File: src/rtl/cp0_timer_irq_pkg.sv
// Shared constants for the CP0 Count/Compare timer and interrupt-pending unit.
// Register numbers mirror the existing CP0 register map.
package cp0_timer_irq_pkg;

  localparam logic [4:0]  CP0_COUNT     = 5'd9;
  localparam logic [4:0]  CP0_COMPARE   = 5'd11;
  localparam logic [31:0] COMPARE_RESET = 32'hFFFF_FFFF;

  function automatic logic sel_in_range(input logic [2:0] sel, input int num_sel);
    return (32'(sel) < 32'(num_sel));
  endfunction

endpackage

File: src/rtl/cp0_timer_irq_sync_ff.sv
// Generic multi-bit synchroniser chain with asynchronous active-high reset.
module sync_ff #(
  parameter int WIDTH  = 6,
  parameter int STAGES = 2
) (
  input  logic             clk,
  input  logic             reset,
  input  logic [WIDTH-1:0] d,
  output logic [WIDTH-1:0] q
);

  logic [WIDTH-1:0] stage_q [STAGES];
  logic [WIDTH-1:0] stage_d [STAGES];

  always_comb begin
    stage_d[0] = d;
    for (int i = 1; i < STAGES; i++) begin
      stage_d[i] = stage_q[i-1];
    end
  end

  always_ff @(posedge clk or posedge reset) begin
    if (reset) begin
      for (int i = 0; i < STAGES; i++) begin
        stage_q[i] <= '0;
      end
    end else begin
      for (int i = 0; i < STAGES; i++) begin
        stage_q[i] <= stage_d[i];
      end
    end
  end

  assign q = stage_q[STAGES-1];

endmodule

File: src/rtl/cp0_timer_irq.sv
// CP0 Count/Compare timer with prescaler, NUM_CMP compare channels,
// external-interrupt synchronisers and the Cause.IP / int_pending logic.
module cp0_timer_irq
  import cp0_timer_irq_pkg::*;
#(
  parameter int COUNT_DIV   = 2,
  parameter int NUM_CMP     = 1,
  parameter int TI_LINE     = 7,
  parameter int SYNC_STAGES = 2
) (
  input  logic               clk,
  input  logic               reset,
  input  logic               wen,
  input  logic [4:0]         reg_num,
  input  logic [2:0]         sel,
  input  logic [31:0]        reg_in,
  output logic [31:0]        reg_out,
  output logic               reg_hit,
  input  logic [5:0]         interrupt,
  input  logic [1:0]         sw_ip,
  input  logic [7:0]         status_im,
  input  logic               status_ie,
  input  logic               status_exl,
  output logic [7:0]         cause_ip,
  output logic               cause_ti,
  output logic [NUM_CMP-1:0] ti_vec,
  output logic               int_pending
);

  localparam int PW = (COUNT_DIV > 1) ? $clog2(COUNT_DIV) : 1;
  localparam logic [PW-1:0] PRESC_LAST = PW'(COUNT_DIV - 1);

  logic [PW-1:0] presc_q, presc_d;
  logic [31:0]   count_q, count_d;
  logic          tick, count_wr;
  logic [31:0]   compare_val [NUM_CMP];
  logic [5:0]    s_int;
  logic [7:0]    cause_ip_q, cause_ip_d;

  assign tick     = (presc_q == PRESC_LAST);
  assign count_wr = wen && (reg_num == CP0_COUNT) && (sel == 3'd0);

  // A Count write restarts the prescaler so the new value is held a full period.
  always_comb begin
    presc_d = presc_q + 1'b1;
    if (tick || count_wr) presc_d = '0;
    count_d = count_q;
    if (count_wr)  count_d = reg_in;
    else if (tick) count_d = count_q + 32'd1;
  end

  always_ff @(posedge clk or posedge reset) begin
    if (reset) begin
      presc_q <= '0;
      count_q <= '0;
    end else begin
      presc_q <= presc_d;
      count_q <= count_d;
    end
  end

  for (genvar k = 0; k < NUM_CMP; k++) begin : g_cmp
    logic        cmp_wr;
    logic [31:0] cmp_q, cmp_d;
    logic        ti_q, ti_d;

    assign cmp_wr = wen && (reg_num == CP0_COMPARE) && (sel == 3'(k));

    always_comb begin
      cmp_d = cmp_wr ? reg_in : cmp_q;
      ti_d  = cmp_wr ? 1'b0 : (ti_q | (count_q == cmp_q));
    end

    always_ff @(posedge clk or posedge reset) begin
      if (reset) begin
        cmp_q <= COMPARE_RESET;
        ti_q  <= 1'b0;
      end else begin
        cmp_q <= cmp_d;
        ti_q  <= ti_d;
      end
    end

    assign compare_val[k] = cmp_q;
    assign ti_vec[k]      = ti_q;
  end

  sync_ff #(.WIDTH(6), .STAGES(SYNC_STAGES)) u_sync (
    .clk   (clk),
    .reset (reset),
    .d     (interrupt),
    .q     (s_int)
  );

  always_comb begin
    cause_ip_d          = {s_int, sw_ip};
    cause_ip_d[TI_LINE] = cause_ip_d[TI_LINE] | (|ti_vec);
  end

  always_ff @(posedge clk or posedge reset) begin
    if (reset) cause_ip_q <= '0;
    else       cause_ip_q <= cause_ip_d;
  end

  assign cause_ip    = cause_ip_q;
  assign cause_ti    = |ti_vec;
  assign int_pending = status_ie & ~status_exl & (|(cause_ip_q & status_im));

  always_comb begin
    reg_hit = 1'b0;
    reg_out = '0;
    if ((reg_num == CP0_COUNT) && (sel == 3'd0)) begin
      reg_hit = 1'b1;
      reg_out = count_q;
    end else if ((reg_num == CP0_COMPARE) && sel_in_range(sel, NUM_CMP)) begin
      reg_hit = 1'b1;
      for (int k = 0; k < NUM_CMP; k++) begin
        if (sel == 3'(k)) reg_out = compare_val[k];
      end
    end
  end

endmodule

File: config.mk
export PLATFORM = sky130hd
export DESIGN_NAME = cp0_timer_irq
export DESIGN_NICKNAME = d
export VERILOG_FILES = /design/src/rtl/cp0_timer_irq_pkg.sv /design/src/rtl/cp0_timer_irq_sync_ff.sv /design/src/rtl/cp0_timer_irq.sv
export SDC_FILE = /design/constraint.sdc
export NUM_CORES = 1
export LEC_CHECK = 0
export ABC_AREA = 1
export BUFFER_PORTS_ARGS = -buffer_cell sky130_fd_sc_hd__buf_2
export CORE_AREA = 5 5 102 104
export CTS_CLUSTER_SIZE = 24
export DETAILED_ROUTE_END_ITERATION = 16
export DIE_AREA = 0 0 107 109
export GPL_TIMING_DRIVEN = 0
export PLACE_DENSITY = 0.79
export SYNTH_ARGS = -nofsm -noshare
export SYNTH_HDL_FRONTEND = slang
export SYNTH_SLANG_ARGS = --single-unit
File: constraint.sdc
create_clock -name clk -period 3.1 [get_ports clk]
set_clock_uncertainty 0.15 [all_clocks]
set_input_delay 0.31 -clock clk [delete_from_list [all_inputs] [get_ports clk]]
set_output_delay 0.31 -clock clk [all_outputs]
set_load 0.01 [all_outputs]
=== After elaboration in Yosys (flattened, before gate mapping) ===
Index checks and enable logic that the tools add are counted.

* Bits in registers: 86
* Input port bits: 61
* Output and inout port bits: 44
* Word-level logic and storage cells: 38

* $add $sub $neg: 2
* Magnitude comparators: 1
* Equality and inequality tests: 3
* Mux-type cells: 9
* Bitwise operators: 6
* Reduce and logical (&&, ||, !) cells: 10

{| class="wikitable"
|+ Operators with widths
! cell !! number
|-
| 32-bit 2-to-1 mux || 5
|-
| 32-bit by 1-bit adder with 32-bit output (second input constant) || 1
|-
| 32-bit equality test || 1
|-
| 5-bit by 4-bit equality test with 1-bit output (second input constant) || 2
|-
| 8-bit AND || 1
|-
| 8-bit OR reduction || 1
|-
| 1-bit logical AND || 6
|-
| 1-bit 2-to-1 mux || 4
|-
| 3-bit logical NOT || 1
|-
| 3-bit by 1-bit < comparator with 1-bit output (second input constant) || 1
|-
| 1-bit AND || 2
|-
| 1-bit bitwise OR || 2
|-
| 2-bit nonzero test || 1
|-
| 1-bit adder (second input constant) || 1
|-
| 1-bit logical OR || 1
|-
| 1-bit NOT || 1
|}

=== Depth between registers and ports, before layout ===
* Word-level depth: 5
* Depth in mapped cells: 12
* Gate-level depth less buffers: 11

=== Hierarchy ===
Synthesis repeated with hierarchy kept, for this count alone.

* Cells, all modules: 670
* Area, all modules: 5021.1 um2

{| class="wikitable"
|+ Modules (own cells, without submodules)
! module !! times used !! cells each !! area an instance (um2)
|-
| cp0_timer_irq || 1 || 657 || 4717.0
|-
| sync_ff || 1 || 13 || 304.0
|}

=== Least setup slack after synthesis ===
OpenSTA, ideal clock, no wires.

* Path kind: input to output
* Start: in reg_num[2]
* End: out reg_out[20]
* Arrival time: 1.329 ns
* Slack: 1.311 ns
* Cell stages on the path: 7
* Path buffers: 2
* Cell sequence: inv_1 nand3_1 nor2_4 buf_2 nand2_1 buf_2 o21ai_0

* Cells in the longest elaborated chain, start to end: 4

{| class="wikitable"
|+ RTL lines
! what !! RTL line !! text
|-
| from (decl) || cp0_timer_irq.sv:14 || <nowiki>input logic [4:0] reg_num,</nowiki>
|-
| 5-bit by 4-bit equality test with 1-bit output || cp0_timer_irq.sv:115 || <nowiki>end else if ((reg_num == CP0_COMPARE) && sel_in_range(sel, NUM_CMP)) begin</nowiki>
|-
| 1-bit logical AND || cp0_timer_irq.sv:115 ||
|-
| 32-bit 2-to-1 mux || cp0_timer_irq.sv:115 ||
|-
| 32-bit 2-to-1 mux * || cp0_timer_irq.sv:112 || <nowiki>if ((reg_num == CP0_COUNT) && (sel == 3'd0)) begin</nowiki>
|-
| to (decl) || cp0_timer_irq.sv:17 || <nowiki>output logic [31:0] reg_out,</nowiki>
|}

Every way passes the cells marked *; elsewhere a longest branch is shown, timed or not.

=== Worst setup path after layout ===
* Start: in sel[0]
* End: out reg_out[30]

* Cells in the longest elaborated chain, start to end: 4

{| class="wikitable"
|+ RTL lines
! what !! RTL line !! text
|-
| from (decl) || cp0_timer_irq.sv:15 || <nowiki>input logic [2:0] sel,</nowiki>
|-
| 3-bit by 1-bit < comparator with 1-bit output / 3-bit logical NOT (equally long branches) || cp0_timer_irq_pkg.sv:10, cp0_timer_irq.sv:112, cp0_timer_irq.sv:118 ||
|-
| 1-bit logical AND / 32-bit 2-to-1 mux (equally long branches) || cp0_timer_irq.sv:115, cp0_timer_irq.sv:118 ||
|-
| 32-bit 2-to-1 mux || cp0_timer_irq.sv:115 ||
|-
| 32-bit 2-to-1 mux * || cp0_timer_irq.sv:112 ||
|}

Marked as above.

==> metrics.cfg <==
[logic_synthesis]
syn_area_sq_um=5070
syn-num-nets=754
async_reset_ff_frac=1.00
synthesis.instances=692
synth-seq-area-share=0.432
synth_top_area_frac=0.267
avgSynthCellArea_sq_um=7.32
ys_seq_elements=86
synth_top_area_cell=dfrtp_1
yosys-top-cells-area=dfrtp_1 27%, nand2_1 17%, dfstp_2 17%
ys.flop_type=dfrtp_1
synth.distinct_cells=29
yosys_warnings=0
synth_edf_count=0
ys_top_cells_by_count=235 x nand2_1, 80 x inv_1, 54 x dfrtp_1, 52 x nand3_1, 44 x nor2_1
yosysMostFrequentCell=nand2_1

[min_path]
hp-class=input pin to flip-flop

[clocking]
clk_pin_slew_ns=0.10
htreeDepth=3
insertion_delay_ns=0.38
cts_tree=built
numCtsBuffers=9
root_buffer=clkbuf_8
clock-sinks=86
ctsResizeCount=0
clk_path_buf_depth=2

[grt]
grt_pass1_wl_um=25200
grt_antenna_before_repair=0
grt_max_degree=49
grt_pass1_vias=5154
gr-total-overflow=0
globalRouteTotalUtil=0.281

[setup_path]
startpoint_type=input pin
path_cells=buf_2, nor2_1, nand2_1, nor2_4, buf_2, nand2_1, buf_2, o21ai_0, buf_2
rrSetupSlack_ns=1.14
cp_data_required_time_ns=2.64
slowest_delay_ns=0.29
end_kind=primary output
crit_slowest_cell=buf_2
crit_type=input pin to primary output
crit_path_max_fanout=10
cp_top_family=buffers and inverters
cpMostUsedCell=buf_2
path_buf_inv=4
cp_data_arrival_time_ns=1.83

[die]
die_h_um=109
io-pin-count=105
rows=36
dieArea_sq_um=11700
core-area_sq_um=9460
floorplan.initialDensity=0.536
fp.dieW_um=107

[placement]
io_buffers=104
dp_hpwl_um=11300
place_inst=911
dpl_cell_area_sq_um=5760
gp_congestion=0.918

[pwr]
power_uw=2860
p_per_area_nw_per_um2=454
peakVddDrop_mv=0.239
p_leak_uw=0.00317

[detailed_routing]
num_vias=5134
wirelength_um=15600
postRouteAntennaNets=0
wl_per_cell_um=16.2
drc=0
avgViaCountPerCell=5.33
drtIter0Drc=321
dr.pass1.iters=5

[timing]
fmax_mhz=437
maxSlewHeadroom=0.577
finalCritPeriodShare=0.738
hold_viol=0
whs_ns=0.00400
rsz0062_at_grt=no
min_period_ns=2.29
setup_viol=0
finalMaxSlewViolations=0
tightest_slew_ns=0.634

[finish]
multiInputGateArea_sq_um=2380
fillCellCount=784
design_area_sq_um=6310
ff_latch_area_sq_um=2190
fin_nets=906
drive_above_1_share=0.243
areaGrowthSynthToFinish_pct=24.5
final_util=0.667
stdcell_count=964

[run_status]
status=completed

[flow_run]
drv_cap=0

-- layer usage --
layer	global-route usage	vias to the layer above	wire, um
met5	0	-	0
met4	0.112	0	372
met3	0.0586	32	1050
met2	0.460	197	7370
met1	0.365	2427	6810
li1	-	2478	-
-- stage by stage --
step | worst slack, ns | TNS [ns]
after floorplan | 0.471 | 0
final | 0.814 | 0
after global routing | 0.685 | 0
after detailed placement | 0.830 | 0
after global placement | -0.557 | -29.78
after CTS | 0.825 | 0
-- state kept, by name, summed over array words and instances (netlist names) --
register        cells
presc_q             1
u_sync.stage_d      6
cause_ti            1
u_sync.q            6
count_q            32
cause_ip            8
compare_val        32
-- cells by family (layout without fill, tap and decap cells) --
kind of cell | Yosys count | in the layout | synth area share
AND/OR/NAND/NOR | 364 | 364 | 0.311
buffers and inverters | 116 | 273 | 0.0987
AO/OA/AOI/OAI | 90 | 90 | 0.0953
flip-flops | 86 | 86 | 0.432
XOR/XNOR | 35 | 35 | 0.0605
adder cells (fa/ha/maj) | 1 | 1 | 0.00247
other | 0 | 1 | 0
-- final cells by class --
| type | count | area share |
|---|---|---|
| Antenna cell | 1 | 0.000397 |
| Buffer | 30 | 0.0282 |
| Clock buffer | 9 | 0.0196 |
| Clock inverter | 7 | 0.00991 |
| Inverter | 86 | 0.0515 |
| Multi-Input combinational cell | 490 | 0.376 |
| Sequential cell | 86 | 0.347 |
| Tap cell | 114 | 0.0226 |
| Timing Repair Buffer | 141 | 0.144 |
-- worst register-to-register path, stage by stage (launching register included) --
cell	delay (ns)
dfrtp_1	0.47
ha_1	0.22
nand2_2	0.08
nor2_4	0.16
nand3_2	0.14
nor2_2	0.25
nand2_1	0.14
a21oi_1	0.15
o21ai_1	0.09
nand2_1	0.06
-- cell usage in the layout (no fill, tap or decap) --
cell type	netlist	routed
dfstp_2	32	32
buf_16	0	1
nand2_1	235	235
o211ai_1	5	5
clkbuf_1	4	4
o22ai_1	16	16
nand3_1	52	52
nand2_2	2	2
xor2_1	11	11
nand3_4	1	1
buf_4	3	3
nand2_4	2	2
nor2_4	7	7
inv_8	0	1
buf_2	15	119
nor2_1	44	44
clkbuf_8	0	9
a21oi_1	10	10
nand4_1	10	10
inv_1	80	79
dfrtp_1	54	54
inv_4	0	1
dlygate4sd3_1	0	36
nand3_2	2	2
o21ai_1	24	24
buf_6	4	4
diode_2	0	1
clkinvlp_4	0	1
clkbuf_2	4	4
nor2_2	5	5
xnor2_1	24	24
inv_6	0	5
ha_1	1	1
inv_2	6	6
o21ai_0	35	35
or2_2	1	1
nor3_1	3	3
-- path summary, 6_finish.rpt --
kind / from / endpoint / cells past startpoint
setup / recovery: sel[0] / reg_out[30] / 9
hold / removal: reg_in[18] / compare_val[18] / 3
setup reg to reg: count_q[0] / count_q[20] / 9
hold reg to reg: u_sync.q[0] / cause_ip[2] / 0
max in group asynchronous: reset / compare_val[15] / 4
min in group asynchronous: reset / cause_ti / 3
-- power by group --
part	switching (uW)	internal [uW]	total (uW)
Clock	481	311	792
Sequential	128	1270	1400
Combinational	387	289	676
-- timing repair --
item | 4_1_cts | 5_1_grt
setup buffers | 0 | 0
hold endpoints to repair | 66 | 1
hold buffers | 35 | 1
Note: power is estimated with default switching activity, not from simulation.
